File: src/rtl/gp_width_pack_pkg.sv
// Shared helpers for the narrow-to-wide beat packer.
package gp_width_pack_pkg;

    // Lane counter width; kept at least 1 bit so a counter can always be declared.
    function automatic int lane_cnt_w(input int ratio);
        return (ratio > 1) ? $clog2(ratio) : 1;
    endfunction

endpackage

File: src/rtl/gp_width_pack.sv
// Packs RATIO consecutive DATA_WIDTH beats into one wide word; s_last_i flushes
// a partial word early with a per-lane keep mask.
module gp_width_pack
    import gp_width_pack_pkg::*;
#(
    parameter int DATA_WIDTH = 32,
    parameter int RATIO      = 4
) (
    input  logic                        clk_i,
    input  logic                        rst_n_i,
    output logic                        s_ready_o,
    input  logic                        s_valid_i,
    input  logic [DATA_WIDTH-1:0]       s_data_i,
    input  logic                        s_last_i,
    input  logic                        m_ready_i,
    output logic                        m_valid_o,
    output logic [RATIO*DATA_WIDTH-1:0] m_data_o,
    output logic [RATIO-1:0]            m_keep_o,
    output logic                        m_last_o
);

    localparam int LANE_CNT_W = lane_cnt_w(RATIO);
    localparam int OUT_WIDTH  = RATIO * DATA_WIDTH;
    localparam int ACC_WIDTH  = (RATIO - 1) * DATA_WIDTH;

    logic [LANE_CNT_W-1:0] cnt_q, cnt_d;
    logic [ACC_WIDTH-1:0]  acc_data_q, acc_data_d;
    logic [RATIO-2:0]      acc_keep_q, acc_keep_d;
    logic                  m_valid_q, m_valid_d;
    logic [OUT_WIDTH-1:0]  m_data_q, m_data_d;
    logic [RATIO-1:0]      m_keep_q, m_keep_d;
    logic                  m_last_q, m_last_d;

    logic                  in_hs;
    logic                  out_hs;
    logic                  completing;
    logic [OUT_WIDTH-1:0]  acc_ext;

    assign s_ready_o  = ~m_valid_q | m_ready_i;
    assign in_hs      = s_valid_i & s_ready_o;
    assign out_hs     = m_valid_q & m_ready_i;
    assign completing = in_hs & ((cnt_q == LANE_CNT_W'(RATIO - 1)) | s_last_i);
    // Padding the top lane lets the output loop index every lane uniformly.
    assign acc_ext    = {{DATA_WIDTH{1'b0}}, acc_data_q};

    always_comb begin
        cnt_d      = cnt_q;
        acc_data_d = acc_data_q;
        acc_keep_d = acc_keep_q;
        m_valid_d  = m_valid_q;
        m_data_d   = m_data_q;
        m_keep_d   = m_keep_q;
        m_last_d   = m_last_q;

        if (completing) begin
            for (int i = 0; i < RATIO; i++) begin
                if (LANE_CNT_W'(i) == cnt_q) begin
                    m_data_d[i*DATA_WIDTH +: DATA_WIDTH] = s_data_i;
                    m_keep_d[i]                          = 1'b1;
                end else if (LANE_CNT_W'(i) < cnt_q) begin
                    m_data_d[i*DATA_WIDTH +: DATA_WIDTH] = acc_ext[i*DATA_WIDTH +: DATA_WIDTH];
                    m_keep_d[i]                          = 1'b1;
                end else begin
                    m_data_d[i*DATA_WIDTH +: DATA_WIDTH] = '0;
                    m_keep_d[i]                          = 1'b0;
                end
            end
            m_last_d   = s_last_i;
            m_valid_d  = 1'b1;
            cnt_d      = '0;
            acc_keep_d = '0;
        end else begin
            if (in_hs) begin
                for (int i = 0; i < RATIO - 1; i++) begin
                    if (LANE_CNT_W'(i) == cnt_q) begin
                        acc_data_d[i*DATA_WIDTH +: DATA_WIDTH] = s_data_i;
                        acc_keep_d[i]                          = 1'b1;
                    end
                end
                cnt_d = cnt_q + LANE_CNT_W'(1);
            end
            if (out_hs) begin
                m_valid_d = 1'b0;
            end
        end
    end

    always_ff @(posedge clk_i or negedge rst_n_i) begin
        if (!rst_n_i) begin
            cnt_q      <= '0;
            acc_data_q <= '0;
            acc_keep_q <= '0;
            m_valid_q  <= 1'b0;
            m_data_q   <= '0;
            m_keep_q   <= '0;
            m_last_q   <= 1'b0;
        end else begin
            cnt_q      <= cnt_d;
            acc_data_q <= acc_data_d;
            acc_keep_q <= acc_keep_d;
            m_valid_q  <= m_valid_d;
            m_data_q   <= m_data_d;
            m_keep_q   <= m_keep_d;
            m_last_q   <= m_last_d;
        end
    end

    assign m_valid_o = m_valid_q;
    assign m_data_o  = m_data_q;
    assign m_keep_o  = m_keep_q;
    assign m_last_o  = m_last_q;

endmodule

File: config.mk
export PLATFORM = sky130hd
export DESIGN_NAME = gp_width_pack
export DESIGN_NICKNAME = d
export VERILOG_FILES = /design/src/rtl/gp_width_pack_pkg.sv /design/src/rtl/gp_width_pack.sv
export SDC_FILE = /design/constraint.sdc
export NUM_CORES = 1
export LEC_CHECK = 0
export BUFFER_PORTS_ARGS = -buffer_cell sky130_fd_sc_hd__clkbuf_2
export CORE_MARGIN = 10
export CORE_UTILIZATION = 30
export DETAILED_ROUTE_END_ITERATION = 7
export GPL_ROUTABILITY_DRIVEN = 1
export SETUP_SLACK_MARGIN = 0.02
export SYNTH_ARGS = -nofsm -noshare
export SYNTH_HDL_FRONTEND = slang
export SYNTH_SLANG_ARGS = --single-unit
File: constraint.sdc
create_clock -name clk_i -period 1.95 [get_ports clk_i]
set_clock_uncertainty 0.05 [all_clocks]
set_input_delay 0.2925 -clock clk_i [delete_from_list [all_inputs] [get_ports clk_i]]
set_output_delay 0.2925 -clock clk_i [all_outputs]
set_load 0.1 [all_outputs]
==> results of run 1 <==
## where the power goes
part	internal (W)	leakage [nW]	switching [W]	total, W
Sequential	0.00661	2.94	0.000919	0.00753
Clock	0.00292	0.420	0.00195	0.00487
Combinational	0.00268	2.64	0.00786	0.0105
Total	0.0122	6.00	0.0107	0.0229
## layout by cell type (no fill, tap or decap), types with 2 or more instances in the layout
master / Yosys / routed
dfrtp_1: 232 / 231
mux2_2: 175 / 175
clkbuf_2: 0 / 169
nand2_1: 67 / 67
a22o_1: 63 / 63
mux2_4: 40 / 40
o21ai_0: 34 / 34
clkbuf_16: 0 / 27
buf_12: 0 / 18
mux2_1: 9 / 9
buf_4: 2 / 9
clkbuf_8: 0 / 7
inv_1: 6 / 6
clkbuf_1: 17 / 6
mux2i_1: 3 / 3
ha_2: 0 / 3
clkinv_2: 0 / 3
nand4_4: 0 / 2
nor2b_4: 0 / 2
nand3_1: 2 / 2
buf_6: 6 / 2
## synthesized netlist by cell type (all sizes together)
library cell,count
mux2,224
nand2b,2
buf,34
nand2,67
nand4,3
a21o,1
nand3b,1
o21ai,34
and2,1
o22ai,1
ha,5
and3,1
inv,6
clkbuf,17
nor2,2
nor2b,2
a22o,63
nand3,2
dfrtp,232
mux2i,3
## layer usage
metal,GRT usage (%),vias to the layer above
met5,0,-
met4,2.21,0
li1,-,2873
met3,2.91,24
met1,16.6,3144
met2,20.1,137
## sequential cells by signal, summed over array words and instances, names as in the netlist
signal and flops:
m_valid_o 1, m_keep_o 4, cnt_q 2, m_last_o 1, acc_data_q 96, m_data_o 128
## timing repair
item                                   4_1_cts  5_1_grt
pin swaps                                    0        0
gates resized for setup                      3        2
cloned                                       1        0
hold buffers                                 1        0
setup endpoints to repair                   33       32
endpoints found under the hold margin       89        0
## through the flow
stage                     instances  util [%]  setup TNS, ns
after global routing           1339      38.2              0
after CTS                      1339      38.2              0
final                          1339      38.2              0
after detailed placement       1291      35.5       -0.00797
after global placement         1291      35.5              0
after floorplan                 701         -              0
## area by class of cell
cell class                      instances  area, um2  share of cell area (%)
Tap cell                              442        553                    4.43
Clock inverter                          6       61.3                   0.491
Inverter                                6       22.5                   0.180
Sequential cell                       232       5810                    46.5
Clock buffer                           40        795                    6.36
Multi-Input combinational cell        413       3940                    31.5
Timing Repair Buffer                  200       1320                    10.6
## kinds of logic (layout without fill, tap and decap cells)
logic type	count (synthesis)	after routing	share of synthesized area, %
fa+ha+maj	5	5	0.627
mux	227	227	27.1
buf+inv	57	252	2.97
simple gates	81	82	3.73
compound gates	99	99	7.38
flops	232	232	58.2
## path summary, 6_finish.rpt
kind	slack [ns]	to
setup / recovery	0.08	s_ready_o
hold / removal	0.04	m_data_o[117]
setup reg to reg	0.14	m_data_o[16]
hold reg to reg	0.43	m_keep_o[0]
max in group asynchronous	0.92	m_data_o[112]
min in group asynchronous	0.20	m_data_o[121]
==> impl_metrics.json, run 1 <==
{
  "p_leak_nw": 6.00,
  "antenna_found_initial": 0,
  "synthTopCellsByArea": "dfrtp_1 58%, mux2_2 20%, mux2_4 6.0%, a22o_1 5.5%, nand2_1 2.5%",
  "cts_tree": "built",
  "synth.avg_cell_area_um2": 14.2,
  "worstPathMaxFanout": 6,
  "yosysUniqueCellTypes": 26,
  "wl_met3_um": 1600,
  "fmax_mhz": 535,
  "drt_iter0_drc": 274,
  "post_cts_buffers": 0,
  "post-route-period-util_pct": 95.9,
  "critPathBufInv": 2,
  "clk_pin_slew_ns": 0.05,
  "m1WireLength_um": 11800,
  "numCtsBuffers": 27,
  "outcome": "complete, no violations",
  "root_buffer": "clkbuf_16",
  "grt_max_degree": 77,
  "hold_viol": 0,
  "grt_pass1_wl_um": 40800,
  "power.density_nw_per_um2": 1840,
  "routed-via-count": 6178,
  "htree_levels": 1,
  "hp-start": "s_data_i[21]",
  "fp.dieH_um": 202,
  "startpoint": "m_valid_o",
  "rows": 66,
  "min_period_ns": 1.87,
  "post_drt_wl_per_cell_um": 19.2,
  "synth_top_area_share_pct": 58.2,
  "ir_drop_v": 0.00109,
  "synth_top_area_cell": "dfrtp_1",
  "die-area_um2": 40900,
  "dr.pass1.iters": 4,
  "highest_layer": "met4",
  "final_layout_size_suffix_gt1_share_pct": 52.2,
  "cp_slowest_cell": "dfrtp_2",
  "routed_wl_um": 25700,
  "syn_nets": 743,
  "yosysSeqAreaShare_pct": 58.2,
  "cts.sinks": 232,
  "syn_inst": 701,
  "hold_depth": 2,
  "yosysWarnings": 0,
  "design.core.area_um2": 32700,
  "ant_nets": 0,
  "critical_path_class": "reg -> out",
  "rsz0062_at_grt": "no",
  "critPathRequiredTime_ns": 1.61,
  "path_cells": "nand2b_2 > buf_4 > buf_12",
  "grt_pass1_vias": 6699,
  "worst_slew_pin_slew_ns": 0.704,
  "drv_slew": 0,
  "slew_headroom_pct": 53.0,
  "max-clock-path-buffers": 3,
  "fin_area_um2": 12500,
  "ys_ff_latch": 232,
  "area_delta_synth_final_pct": 25.3,
  "crit_arrival_ns": 1.53,
  "viasPerCell": 4.61,
  "max_stage_delay_ns": 0.40,
  "worst_hold_slack_ns": 0.0393,
  "num_io_pins": 172,
  "hold_class": "in -> reg",
  "wl_met2_um": 12000,
  "pre_cts_ws_ns": -0.00607,
  "drc": 0,
  "setup_viol": 0,
  "netlist_area_um2": 9970,
  "maxCapViolCount": 0,
  "initial_utilization_pct": 30.5,
  "nNetsFinal": 922,
  "cp_top_family": "flip-flops",
  "routabilityCongestion": 0.712,
  "dieWidth_um": 202,
  "hpwl_um": 16700,
  "crit_cells": 3,
  "grt_overflow_total": 0,
  "clk_latency_ns": 0.53,
  "io_buffers": 171,
  "startpoint_type": "flip-flop",
  "r2r_cells": 5,
  "fillerInstances": 3174,
  "r2r_start": "cnt_q[0]",
  "diodes": 0,
  "total_power_w": 0.0229,
  "grt_usage_pct": 12.4,
  "final.setup.worst_slack_ns": 0.0792,
  "worst_setup_path_end_kind": "output port",
  "postPlaceCellArea_um2": 11600
}
Power figures use the tool's default switching activity.
==> inputs of run 2 (changes only) <==
==> constraint.sdc (replaced) <==
create_clock -name clk_i -period 2.2 [get_ports clk_i]
set_clock_uncertainty 0.05 [all_clocks]
set_input_delay 0.33 -clock clk_i [delete_from_list [all_inputs] [get_ports clk_i]]
set_output_delay 0.33 -clock clk_i [all_outputs]
set_load 0.1 [all_outputs]
==> run 2 against run 1 <==
Compared with the run above: power is 11% lower; utilization up 0.10 points; hold slack gained 0.026 ns; global-route usage decreased by 0.17 points; non-clock buffer count is 8 higher; final cell count up 0.60%; worst setup slack better by 0.17 ns; sequential power fell by 11%; register-to-register slack better by 0.11 ns; via count is 0.83% higher; count of clock-buffer cells in the layout down 2; critical path type is now reg -> reg; routed wire length decreased by 1.2%.
==> impl_metrics.json, run 2 (synthesis results as in run 1) <==
{
  "viasPerCell": 4.62,
  "post-route-period-util_pct": 88.6,
  "cpMostUsedCell": "mux2_2",
  "path_cells": "inv_1 > ha_2 > buf_12 > mux2_2 > mux2_2",
  "final_layout_size_suffix_gt1_share_pct": 52.8,
  "rsz0062_at_grt": "no",
  "r2r_cells": 5,
  "design.core.area_um2": 32700,
  "drv_slew": 0,
  "routabilityCongestion": 0.687,
  "min_period_ns": 1.95,
  "dieWidth_um": 202,
  "layout_common_cells": "231 x dfrtp_1, 175 x mux2_2, 169 x clkbuf_2",
  "critPathBufInv": 2,
  "maxCapViolCount": 0,
  "critPathRequiredTime_ns": 2.56,
  "layout_commonest_cell": "dfrtp_1",
  "grt_usage_pct": 12.2,
  "routed_wl_um": 25400,
  "clk_latency_ns": 0.53,
  "fmax_mhz": 513,
  "drc": 0,
  "outcome": "complete, no violations",
  "routed-via-count": 6229,
  "grt_max_degree": 65,
  "die-area_um2": 40900,
  "post_cts_buffers": 0,
  "multi_input_area_um2": 3910,
  "ant_nets": 0,
  "largest_reg_flops": 128,
  "setup_viol": 0,
  "dr.pass1.iters": 4,
  "post_drt_wl_per_cell_um": 18.8,
  "rrSetupSlack_ns": 0.25,
  "power.density_nw_per_um2": 1640,
  "hpwl_um": 17300,
  "cp_top_family": "multiplexers",
  "antenna_found_initial": 0,
  "diodes": 0,
  "cts_hold_buffers": 1,
  "slew_headroom_pct": 55.8,
  "cts.repair.resized": 0,
  "fillerInstances": 3197,
  "grt_pass1_wl_um": 40600,
  "grt_pass1_vias": 6692,
  "grt_overflow_total": 0,
  "r2r_end": "m_data_o[10]",
  "cp_slowest_cell": "dfrtp_1",
  "worst_setup_path_end_kind": "flip-flop",
  "r2r_start": "cnt_q[1]",
  "root_buffer": "clkbuf_16",
  "ir_drop_v": 0.00104,
  "nNetsFinal": 929,
  "max-clock-path-buffers": 3,
  "io_buffers": 171,
  "hp-start": "s_data_i[28]",
  "cts.sinks": 232,
  "worst_hold_slack_ns": 0.0657,
  "hold_class": "in -> reg",
  "numCtsBuffers": 27,
  "crit_arrival_ns": 2.31,
  "worst_slew_pin_slew_ns": 0.666,
  "cts_tree": "built",
  "max_stage_delay_ns": 0.45,
  "worstPathMaxFanout": 16,
  "seq_area_um2": 5810,
  "initial_utilization_pct": 30.5,
  "area_delta_synth_final_pct": 25.6,
  "drt_iter0_drc": 214,
  "clk_pin_slew_ns": 0.06,
  "num_io_pins": 172,
  "fin_area_um2": 12500,
  "startpoint_type": "flip-flop",
  "postPlaceCellArea_um2": 11600,
  "p_leak_nw": 6.04,
  "hold_depth": 2,
  "critical_path_class": "reg -> reg",
  "hold_viol": 0,
  "htree_levels": 1,
  "min_to": "m_data_o[124]",
  "fp.dieH_um": 202,
  "finalSetupTns_ns": 0,
  "rows": 66
}
run 2: changes by cell type in the layout (fill, tap and decap cells not counted), sizes merged:
| cell | before | now |
|---|---|---|
| clkinvlp | 1 | 2 |
| inv | 6 | 7 |
| bufinv | 1 | 2 |
| clkbuf | 209 | 207 |
| nor2b | 3 | 2 |
| buf | 30 | 38 |
run 2: worst max-delay path by stage:
stage / startpoint / end / slack, ns / depth (start not counted)
after floorplan: m_valid_o / m_data_o[52] / 0.23 / 6
after global placement: cnt_q[1] / m_data_o[16] / 0.32 / 5
after detailed placement: cnt_q[1] / m_data_o[5] / 0.26 / 5
after CTS: m_valid_o / s_ready_o / 0.23 / 2
after global routing: cnt_q[1] / m_data_o[117] / 0.14 / 5
final: cnt_q[1] / m_data_o[10] / 0.25 / 5
run 2: routing by layer:
| metal | vias up | routed length (um) | track usage (%) |
|---|---|---|---|
| met3 | 34 | 1480 | 3.20 |
| met5 | - | 0 | 0 |
| li1 | 2886 | - | - |
| met2 | 122 | 11800 | 19.7 |
| met1 | 3187 | 11700 | 16.1 |
| met4 | 0 | 400 | 2.66 |
run 2: stage by stage:
step | utilization [%] | total power, W | cells | setup slack [ns]
2_1_floorplan | - | 0.0142 | 701 | 0.226
3_3_place_gp | 35.5 | 0.0160 | 1299 | 0.325
3_5_place_dp | 35.5 | 0.0161 | 1299 | 0.262
4_1_cts | 38.3 | 0.0208 | 1347 | 0.228
5_1_grt | 38.3 | 0.0215 | 1347 | 0.136
6_report | 38.3 | 0.0205 | 1347 | 0.251
run 2: layout make-up:
class                      instances  share of cell area, %
sequential                       232                   46.3
multi-input combinational        412                   31.2
timing repair buffer             208                   10.7
clock buffer                      38                   6.36
tap                              442                   4.41
clock inverter                     9                  0.829
inverter                           6                  0.180
run 2: power by group:
group          internal, W  switching [W]
Sequential         0.00586       0.000819
Clock              0.00274        0.00178
Combinational      0.00236        0.00693
